$ cat src/rtl/fir_mac_pipeline.sv
// fir_mac_pipeline: fixed-point dot product of TAPS signed sample/coefficient pairs.
// LANES multipliers retire one group per cycle, so a result is ready N = TAPS/LANES
// cycles after acceptance. The result is rounded half-up, shifted right by SHIFT and
// saturated to OUT_WIDTH. The block then holds the result until out_ready is seen.
//
// Ports:
//   clk, rst                  clock; asynchronous active-high reset
//   taps_flat, coeffs_flat    packed signed operands; element i is [WIDTH*(i+1)-1 -: WIDTH]
//   in_valid / in_ready       operand handshake; in_ready is high only in IDLE
//   out_data, out_sat         rounded, saturated result and its clip flag; 0 unless out_valid
//   out_valid / out_ready     result handshake
module fir_mac_pipeline #(
  parameter int WIDTH     = 16,
  parameter int TAPS      = 8,
  parameter int LANES     = 2,
  parameter int SHIFT     = 15,
  parameter int OUT_WIDTH = 16
) (
  input  logic                  clk,
  input  logic                  rst,
  input  logic [TAPS*WIDTH-1:0] taps_flat,
  input  logic [TAPS*WIDTH-1:0] coeffs_flat,
  input  logic                  in_valid,
  output logic                  in_ready,
  output logic [OUT_WIDTH-1:0]  out_data,
  output logic                  out_sat,
  output logic                  out_valid,
  input  logic                  out_ready
);

  localparam int ACC_W = 2*WIDTH + $clog2(TAPS);
  localparam int N     = TAPS / LANES;
  localparam int GW    = (N > 1) ? $clog2(N) : 1;
  localparam int BSH   = (SHIFT > 0) ? SHIFT - 1 : 0;

  localparam logic [GW-1:0] G_LAST = GW'(N - 1);

  // Rounding and saturation use one extra bit so that adding the half-LSB bias
  // cannot overflow the accumulator width.
  localparam logic signed [ACC_W:0] BIAS =
    (SHIFT > 0) ? ((ACC_W+1)'(1) << BSH) : '0;
  localparam logic signed [ACC_W:0] SAT_MAX =
    {{(ACC_W+2-OUT_WIDTH){1'b0}}, {(OUT_WIDTH-1){1'b1}}};
  localparam logic signed [ACC_W:0] SAT_MIN =
    {{(ACC_W+2-OUT_WIDTH){1'b1}}, {(OUT_WIDTH-1){1'b0}}};

  typedef enum logic [1:0] {IDLE, ACCUM, HOLD} state_t;

  state_t                state_q, state_d;
  logic [TAPS*WIDTH-1:0] taps_q, taps_d;
  logic [TAPS*WIDTH-1:0] coeffs_q, coeffs_d;
  logic [ACC_W-1:0]      acc_q, acc_d;
  logic [GW-1:0]         g_q, g_d;
  logic [OUT_WIDTH-1:0]  out_data_q, out_data_d;
  logic                  out_sat_q, out_sat_d;

  logic [WIDTH-1:0]         lane_a, lane_b;
  logic signed [2*WIDTH-1:0] prod;
  logic [ACC_W-1:0]         grp_sum;
  logic [ACC_W-1:0]         acc_sum;
  logic signed [ACC_W:0]    rnd_ext;
  logic signed [ACC_W:0]    rnd_r;
  logic [OUT_WIDTH-1:0]     rnd_data;
  logic                     rnd_sat;

  // Operands are muxed by group index before the multipliers, so only LANES
  // multipliers exist regardless of TAPS.
  always_comb begin
    lane_a  = '0;
    lane_b  = '0;
    prod    = '0;
    grp_sum = '0;
    for (int j = 0; j < LANES; j++) begin
      lane_a = '0;
      lane_b = '0;
      for (int gi = 0; gi < N; gi++) begin
        if (g_q == GW'(gi)) begin
          lane_a = taps_q[(gi*LANES+j)*WIDTH +: WIDTH];
          lane_b = coeffs_q[(gi*LANES+j)*WIDTH +: WIDTH];
        end
      end
      prod    = $signed(lane_a) * $signed(lane_b);
      grp_sum = grp_sum + {{(ACC_W-2*WIDTH){prod[2*WIDTH-1]}}, prod};
    end
    acc_sum = acc_q + grp_sum;
  end

  // Round half toward +infinity, then clip to the signed output range.
  always_comb begin
    rnd_ext  = $signed({acc_sum[ACC_W-1], acc_sum}) + BIAS;
    rnd_r    = rnd_ext >>> SHIFT;
    rnd_data = rnd_r[OUT_WIDTH-1:0];
    rnd_sat  = 1'b0;
    if (rnd_r > SAT_MAX) begin
      rnd_data = SAT_MAX[OUT_WIDTH-1:0];
      rnd_sat  = 1'b1;
    end else if (rnd_r < SAT_MIN) begin
      rnd_data = SAT_MIN[OUT_WIDTH-1:0];
      rnd_sat  = 1'b1;
    end
  end

  always_comb begin
    state_d    = state_q;
    taps_d     = taps_q;
    coeffs_d   = coeffs_q;
    acc_d      = acc_q;
    g_d        = g_q;
    out_data_d = out_data_q;
    out_sat_d  = out_sat_q;
    unique case (state_q)
      IDLE: begin
        if (in_valid) begin
          taps_d   = taps_flat;
          coeffs_d = coeffs_flat;
          acc_d    = '0;
          g_d      = '0;
          state_d  = ACCUM;
        end
      end
      ACCUM: begin
        acc_d = acc_sum;
        g_d   = g_q + GW'(1);
        if (g_q == G_LAST) begin
          // Result is registered on the final beat so it is stable for all of HOLD.
          out_data_d = rnd_data;
          out_sat_d  = rnd_sat;
          state_d    = HOLD;
        end
      end
      HOLD: begin
        if (out_ready) begin
          out_data_d = '0;
          out_sat_d  = 1'b0;
          state_d    = IDLE;
        end
      end
      default: state_d = IDLE;
    endcase
  end

  always_ff @(posedge clk or posedge rst) begin
    if (rst) begin
      state_q    <= IDLE;
      taps_q     <= '0;
      coeffs_q   <= '0;
      acc_q      <= '0;
      g_q        <= '0;
      out_data_q <= '0;
      out_sat_q  <= 1'b0;
    end else begin
      state_q    <= state_d;
      taps_q     <= taps_d;
      coeffs_q   <= coeffs_d;
      acc_q      <= acc_d;
      g_q        <= g_d;
      out_data_q <= out_data_d;
      out_sat_q  <= out_sat_d;
    end
  end

  // in_ready is held low during reset so nothing is accepted before release.
  assign in_ready  = (state_q == IDLE) && !rst;
  assign out_valid = (state_q == HOLD);
  assign out_data  = out_data_q;
  assign out_sat   = out_sat_q;

endmodule
$ cat config.mk
export PLATFORM = sky130hd
export DESIGN_NAME = fir_mac_pipeline
export DESIGN_NICKNAME = d
export VERILOG_FILES = /design/src/rtl/fir_mac_pipeline.sv
export SDC_FILE = /design/constraint.sdc
export NUM_CORES = 2
export LEC_CHECK = 0
export BUFFER_PORTS_ARGS = -buffer_cell sky130_fd_sc_hd__buf_2
export CORE_MARGIN = 2
export CORE_UTILIZATION = 63
export DETAILED_ROUTE_END_ITERATION = 7
export HOLD_SLACK_MARGIN = 0.05
export PLACE_DENSITY = 0.83
export SLEW_MARGIN = 0
export SYNTH_ARGS = -nofsm -noshare
export SYNTH_HDL_FRONTEND = slang
export SYNTH_SLANG_ARGS = --single-unit
$ cat constraint.sdc
create_clock -name clk -period 14.2 [get_ports clk]
set_input_delay 0.71 -clock clk [delete_from_list [all_inputs] [get_ports clk]]
set_output_delay 0.71 -clock clk [all_outputs]
set_load 0.03 [all_outputs]
* Word level (Yosys, flattened, before mapping) *
Cells that the tools add are included.

cells by class
  $lt $le $gt $ge = 2
  equal/unequal tests = 8
  multiply operators = 2
  reductions and logical operators = 10
  mux-type cells = 34
  add/sub/neg operators = 4

operators by type and width
  cell                      count
  $mux W16                  20
  $pmux W35 S2              1
  $mul A16 B16 Y32          2
  $add A35 B16 Y36 const B  1
  $add A35 B35 Y35          1
  $mux W35                  1
  $add A32 B32 Y33          1
  $pmux W16 S2              1
  $gt A21 B16 Y1 const B    1
  $lt A21 B16 Y1 const B    1
  $mux W2                   4
  $eq A2 B2 Y1 const B      3
  $pmux W2 S3               1
  $reduce_and A3 Y1         2
  $eq A2 B1 Y1 const B      2
  $logic_not A2 Y1          2
  $mux W1                   4
  $ne A2 B2 Y1 const B      2
  $pmux W2 S2               1
  $reduce_and A2 Y1         2
  $reduce_bool A2 Y1        2
  $add A2 B1 Y2 const B     1
  $ne A2 B1 Y1 const B      1
  $pmux W1 S2               1
  other kinds (2)           2

word-level totals
  input bits = 260
  logic and storage cells = 67
  register bits = 312
  output and inout port bits = 19

* Depth between registers and ports, before layout *
  depth in word-level cells = 14
  gate-level depth with buffers = 54
  mapped depth without buffers = 50

* Worst setup path after synthesis *
No wires, ideal clock.

  kind = reg2reg
  start = register g_q[0]
  end = register out_sat_q (netlist: out_sat)
  cell stages (with the launch flop) = 48
  library setup time = 122 ps
  path slack = 2410 ps
  arrival = 11669 ps
  cells stage by stage = dfrtp_1 -> inv_1 -> ha_1 -> clkbuf_1 -> buf_1 -> buf_1 -> nor2_1 -> a21oi_1 -> nor2_1 -> a21oi_1 -> nor2_1 -> fa_1 -> inv_1 -> fa_1 -> inv_1 -> fa_1 -> inv_1 -> fa_1 -> [... 12 more ...] -> o21a_1 -> o21a_1 -> o41a_1 -> a21oi_1 -> xnor2_1 -> ha_1 -> a21o_1 -> a21o_1 -> a21o_1 -> o2bb2ai_1 -> a31o_2 -> a221o_1 -> a21oi_1 -> o21bai_1 -> xnor3_2 -> o22ai_4 -> a21bo_1 -> a32o_1

between the ends
  cells in the longest elaborated chain, start to end = 14

ends and longest elaborated chain
  element                 line  source
  from (decl)             53    logic [GW-1:0] g_q, g_d;
  from (signal assigned)  156   g_q <= g_d;
  $logic_not A2 Y1        77    if (g_q == GW'(gi)) begin
  $mux W16 (4 in series)  77
  $mul A16 B16 Y32        82    prod = $signed(lane_a) * $signed(lane_b);
  $add A32 B32 Y33        83    grp_sum = grp_sum + {{(ACC_W-2*WIDTH){prod[2*WIDTH-1]}}, prod};
  $add A35 B35 Y35        85    acc_sum = acc_q + grp_sum;
  $add A35 B16 Y36        90    rnd_ext = $signed({acc_sum[ACC_W-1], acc_sum}) + BIAS;
  $lt A21 B16 Y1          97    end else if (rnd_r < SAT_MIN) begin
  $mux W1                 97
  $mux W1                 94    if (rnd_r > SAT_MAX) begin
  $mux W1                 124   if (g_q == G_LAST) begin
  $pmux W1 S2             111   unique case (state_q)
  to (signal assigned)    158   out_sat_q <= out_sat_d;
  to (decl)               55    logic out_sat_q, out_sat_d;

Parallel ways exist; a longest one is shown, timed or not. The select of a mux whose other input is x is not followed.
A chain may end at the register's enable or synchronous reset.

* Worst setup path after layout *
  start = register g_q[1]
  end = register out_sat_q (netlist: out_sat)

The elaborated chain is that of the path after synthesis.

==> flow_results.xml <==
<?xml version="1.0" encoding="UTF-8"?>
<metrics>
  <group name="route">
    <metric name="wl_per_cell" unit="um">20.81</metric>
    <metric name="wl" unit="um">110000</metric>
    <metric name="detailroute.via_count" unit="">30500</metric>
    <metric name="route.antenna.remaining_nets" unit="">0</metric>
    <metric name="initialDrtViolationCount" unit="">2932</metric>
    <metric name="vias_per_instance" unit="">5.768</metric>
    <metric name="dr.pass1.iters" unit="">5</metric>
    <metric name="post-route-drc-count" unit="">0</metric>
  </group>
  <group name="sta">
    <metric name="layout_worst_path_cycle_share" unit="">0.9472</metric>
    <metric name="slew_violations" unit="">0</metric>
    <metric name="final_critical_path_setup_slack" unit="ns">0.7497</metric>
    <metric name="setup-tns-final" unit="ns">0</metric>
    <metric name="final_period_minus_worst_setup_slack" unit="ns">13.45</metric>
    <metric name="timing.final.setup_violations" unit="">0</metric>
    <metric name="maxClockFrequency" unit="MHz">74.35</metric>
    <metric name="worst_slew_pin_slew" unit="ns">1.137</metric>
    <metric name="timing_hold_violations_final" unit="">0</metric>
    <metric name="grt_setup_unrepaired" unit="">no</metric>
    <metric name="worst_clock_skew" unit="ns">0.02504</metric>
    <metric name="relSlewSlack" unit="">0.2418</metric>
  </group>
  <group name="cts">
    <metric name="tritoncts_buffers" unit="">34</metric>
    <metric name="clk_pin_slew" unit="ns">0.06</metric>
    <metric name="cts_tree" unit="">yes</metric>
    <metric name="clock_sinks" unit="">312</metric>
    <metric name="clock_latency_late_sink" unit="ns">0.57</metric>
    <metric name="cts-htree-levels" unit="">2</metric>
    <metric name="setup_fix_bufs_post_cts" unit="">0</metric>
    <metric name="clk_root_buffer_cell" unit="">clkbuf_16</metric>
    <metric name="max-clock-path-buffers" unit="">3</metric>
  </group>
  <group name="yosys">
    <metric name="yosysUniqueCellTypes" unit="">88</metric>
    <metric name="edff_count_synth" unit="">0</metric>
    <metric name="syn_avg_cell_area" unit="um2">8.410</metric>
    <metric name="netlist.area_leader.share" unit="">0.3245</metric>
    <metric name="synthArstFlopShare" unit="">1.000</metric>
    <metric name="synth.net_count" unit="">5326</metric>
    <metric name="synth.yosys.seq_area_share" unit="">0.2164</metric>
    <metric name="synthCells" unit="">4291</metric>
    <metric name="yosysWarningCount" unit="">0</metric>
    <metric name="ys_seq_elements" unit="">312</metric>
    <metric name="synth-main-ff-cell" unit="">dfrtp_1</metric>
    <metric name="post_synth_instance_area" unit="um2">36090</metric>
    <metric name="yosysMostFrequentCell" unit="">nand2_1</metric>
    <metric name="synth_top_cells_by_area" unit="">fa_1 32%, dfrtp_1 22%, nand2_1 12%</metric>
    <metric name="ys_top_cells_by_count" unit="">1119 x nand2_1, 633 x inv_1, 585 x fa_1</metric>
    <metric name="synth_top_cell_by_area" unit="">fa_1</metric>
  </group>
  <group name="place">
    <metric name="placed_cell_area" unit="um2">38340</metric>
    <metric name="place.port_buffers" unit="">278</metric>
    <metric name="post-dp-hpwl" unit="um">88850</metric>
    <metric name="gpl.final_weighted_congestion" unit="">1.035</metric>
    <metric name="pre_cts_ws" unit="ns">0.8576</metric>
  </group>
  <group name="grt">
    <metric name="first_global_vias" unit="">31630</metric>
    <metric name="first_pass_grt_wire_length" unit="um">173100</metric>
    <metric name="grt_max_degree" unit="">124</metric>
    <metric name="grt_antenna_before_repair" unit="">6</metric>
    <metric name="gr-usage-all-layers" unit="">0.3835</metric>
    <metric name="global_route.overflow_total" unit="">0</metric>
  </group>
  <group name="floorplan">
    <metric name="die_w" unit="um">243.3</metric>
    <metric name="top_level_ports" unit="">279</metric>
    <metric name="die_h" unit="um">243.3</metric>
    <metric name="fp.dieArea" unit="um2">59210</metric>
    <metric name="row_count" unit="">87</metric>
    <metric name="floorplan.core_area" unit="um2">56500</metric>
    <metric name="floorplan.initialDensity" unit="">0.6388</metric>
  </group>
  <group name="worst_setup_path">
    <metric name="worst-endpoint-arrival" unit="ns">13.90</metric>
    <metric name="timing.critical_path.mode_cell" unit="">fa_1</metric>
    <metric name="required" unit="ns">14.65</metric>
    <metric name="crit_path_top_delay_cell" unit="">o21ai_0</metric>
    <metric name="worst-path-max-fanout" unit="">61</metric>
    <metric name="crit_path_start_kind" unit="">flop</metric>
    <metric name="worst_path_largest_cell_delay" unit="ns">0.59</metric>
    <metric name="worstSetupEndpointType" unit="">flop</metric>
    <metric name="worst-setup-path-type" unit="">reg -&gt; reg</metric>
  </group>
  <group name="worst_hold_path">
    <metric name="hold_path_class" unit="">in -&gt; async</metric>
  </group>
  <group name="run_status">
    <metric name="outcome" unit="">completed</metric>
  </group>
  <group name="final_layout">
    <metric name="fin_nets" unit="">5538</metric>
    <metric name="synthToLayoutAreaGrowth" unit="%">9.524</metric>
    <metric name="final_cell_area" unit="um2">39520</metric>
    <metric name="fill_cells" unit="">4381</metric>
    <metric name="layout-drive-gt1-share" unit="">0.1048</metric>
  </group>
  <group name="run">
    <metric name="timing.max_cap.violations" unit="">0</metric>
  </group>
</metrics>
registers in the layout, summed over array words and instances, names as in the netlist:
register,count
coeffs_q,128
taps_q,128
acc_q,35
out_data,16
g_q,2
state_q,2
out_sat,1
layer usage:
layer	routed length (um)	track usage	vias up
met3	10360	0.07182	427
met4	9472	0.2699	0
met1	39810	0.4803	14900
li1	-	-	13530
met5	0	0	-
met2	50380	0.6051	1650
placed cells by master (no fill, tap or decap), drive strengths merged, types with 4 or more instances in the layout:
cell type and count:
dfrtp 312, or2 15, xor2 23, nor3 18
and4 5, buf 353, and2 12, clkbuf 42
ha 190, a21oi 249, o21a 7, nand2b 23
or3 5, o21ai 78, nand2 1119, and3 11
nand3 46, a21o 68, nand4 7, a22o 15
clkinv 9, inv 635, diode 7, a211oi 15
a211o 6, o21bai 11, bufinv 4, a22oi 9
xnor2 54, nor2b 13, nor4 5, fa 585
a31oi 6, nor2 514, o31a 4, o211ai 6
final cells by class:
class / count / area (um2) / share of cell area
antenna: 7 / 17.52 / 0.0004432
clock buffer: 42 / 930.9 / 0.02355
clock inverter: 16 / 232.7 / 0.005888
inverter: 634 / 2387 / 0.06040
multi-input combinational: 3168 / 25250 / 0.6388
sequential: 312 / 7807 / 0.1975
tap: 756 / 945.9 / 0.02393
timing repair buffer: 353 / 1954 / 0.04945
metrics by stage:
| stage | cells | hold slack (ns) | util |
|---|---|---|---|
| floorplan | 4291 | 0.4455 | - |
| global placement | 5223 | 0.4582 | 0.6786 |
| detailed placement | 5223 | 0.4624 | 0.6786 |
| CTS | 5281 | 0.3156 | 0.6992 |
| global route | 5287 | 0.3376 | 0.6996 |
| finish | 5288 | 0.2885 | 0.6996 |
final timing paths:
check / slack, ns / to / start / cells after the start
setup / recovery: 0.75 / out_sat$_DFFE_PP0P_ / g_q[1]$_DFFE_PP0P_ / 46
hold / removal: 0.29 / coeffs_q[33]$_DFFE_PP0P_ / rst / 2
setup reg to reg: 0.75 / out_sat$_DFFE_PP0P_ / g_q[1]$_DFFE_PP0P_ / 46
hold reg to reg: 0.48 / coeffs_q[80]$_DFFE_PP0P_ / coeffs_q[80]$_DFFE_PP0P_ / 2
max in group asynchronous: 11.79 / taps_q[124]$_DFFE_PP0P_ / rst / 4
min in group clk: 0.32 / coeffs_q[25]$_DFFE_PP0P_ / coeffs_flat[25] / 3
what timing repair did:
action | 4_1_cts | 5_1_grt
hold buffers | 0 | 0
gates resized for setup | 0 | 2
setup endpoints to repair | 0 | 16
worst max-delay path, delay by kind of cell, from the launching register on:
family | cells | cell delay [ns]
adders and majority gates | 11 | 5.46
AOI/OAI and AO/OA | 16 | 4.12
and+or+nand+nor | 10 | 1.98
buffers and inverters | 8 | 1.13
DFF | 1 | 0.44
xor gates and xnor gates | 1 | 0.14
cells by family (layout without fill, tap and decap cells):
| group | after synthesis | after routing | synth area share |
|---|---|---|---|
| fa+ha+maj | 775 | 775 | 0.3904 |
| other cells | 0 | 7 | 0 |
| xor+xnor | 78 | 78 | 0.01955 |
| mux | 2 | 2 | 0.0005548 |
| buf+inv | 811 | 1045 | 0.08578 |
| simple gates | 1802 | 1802 | 0.1995 |
| flops | 312 | 312 | 0.2164 |
| compound gates | 511 | 511 | 0.08782 |
Power is left out: the tool's default activity adds up to more than one toggle a clock period on the data nets, which glitch-free logic cannot reach.
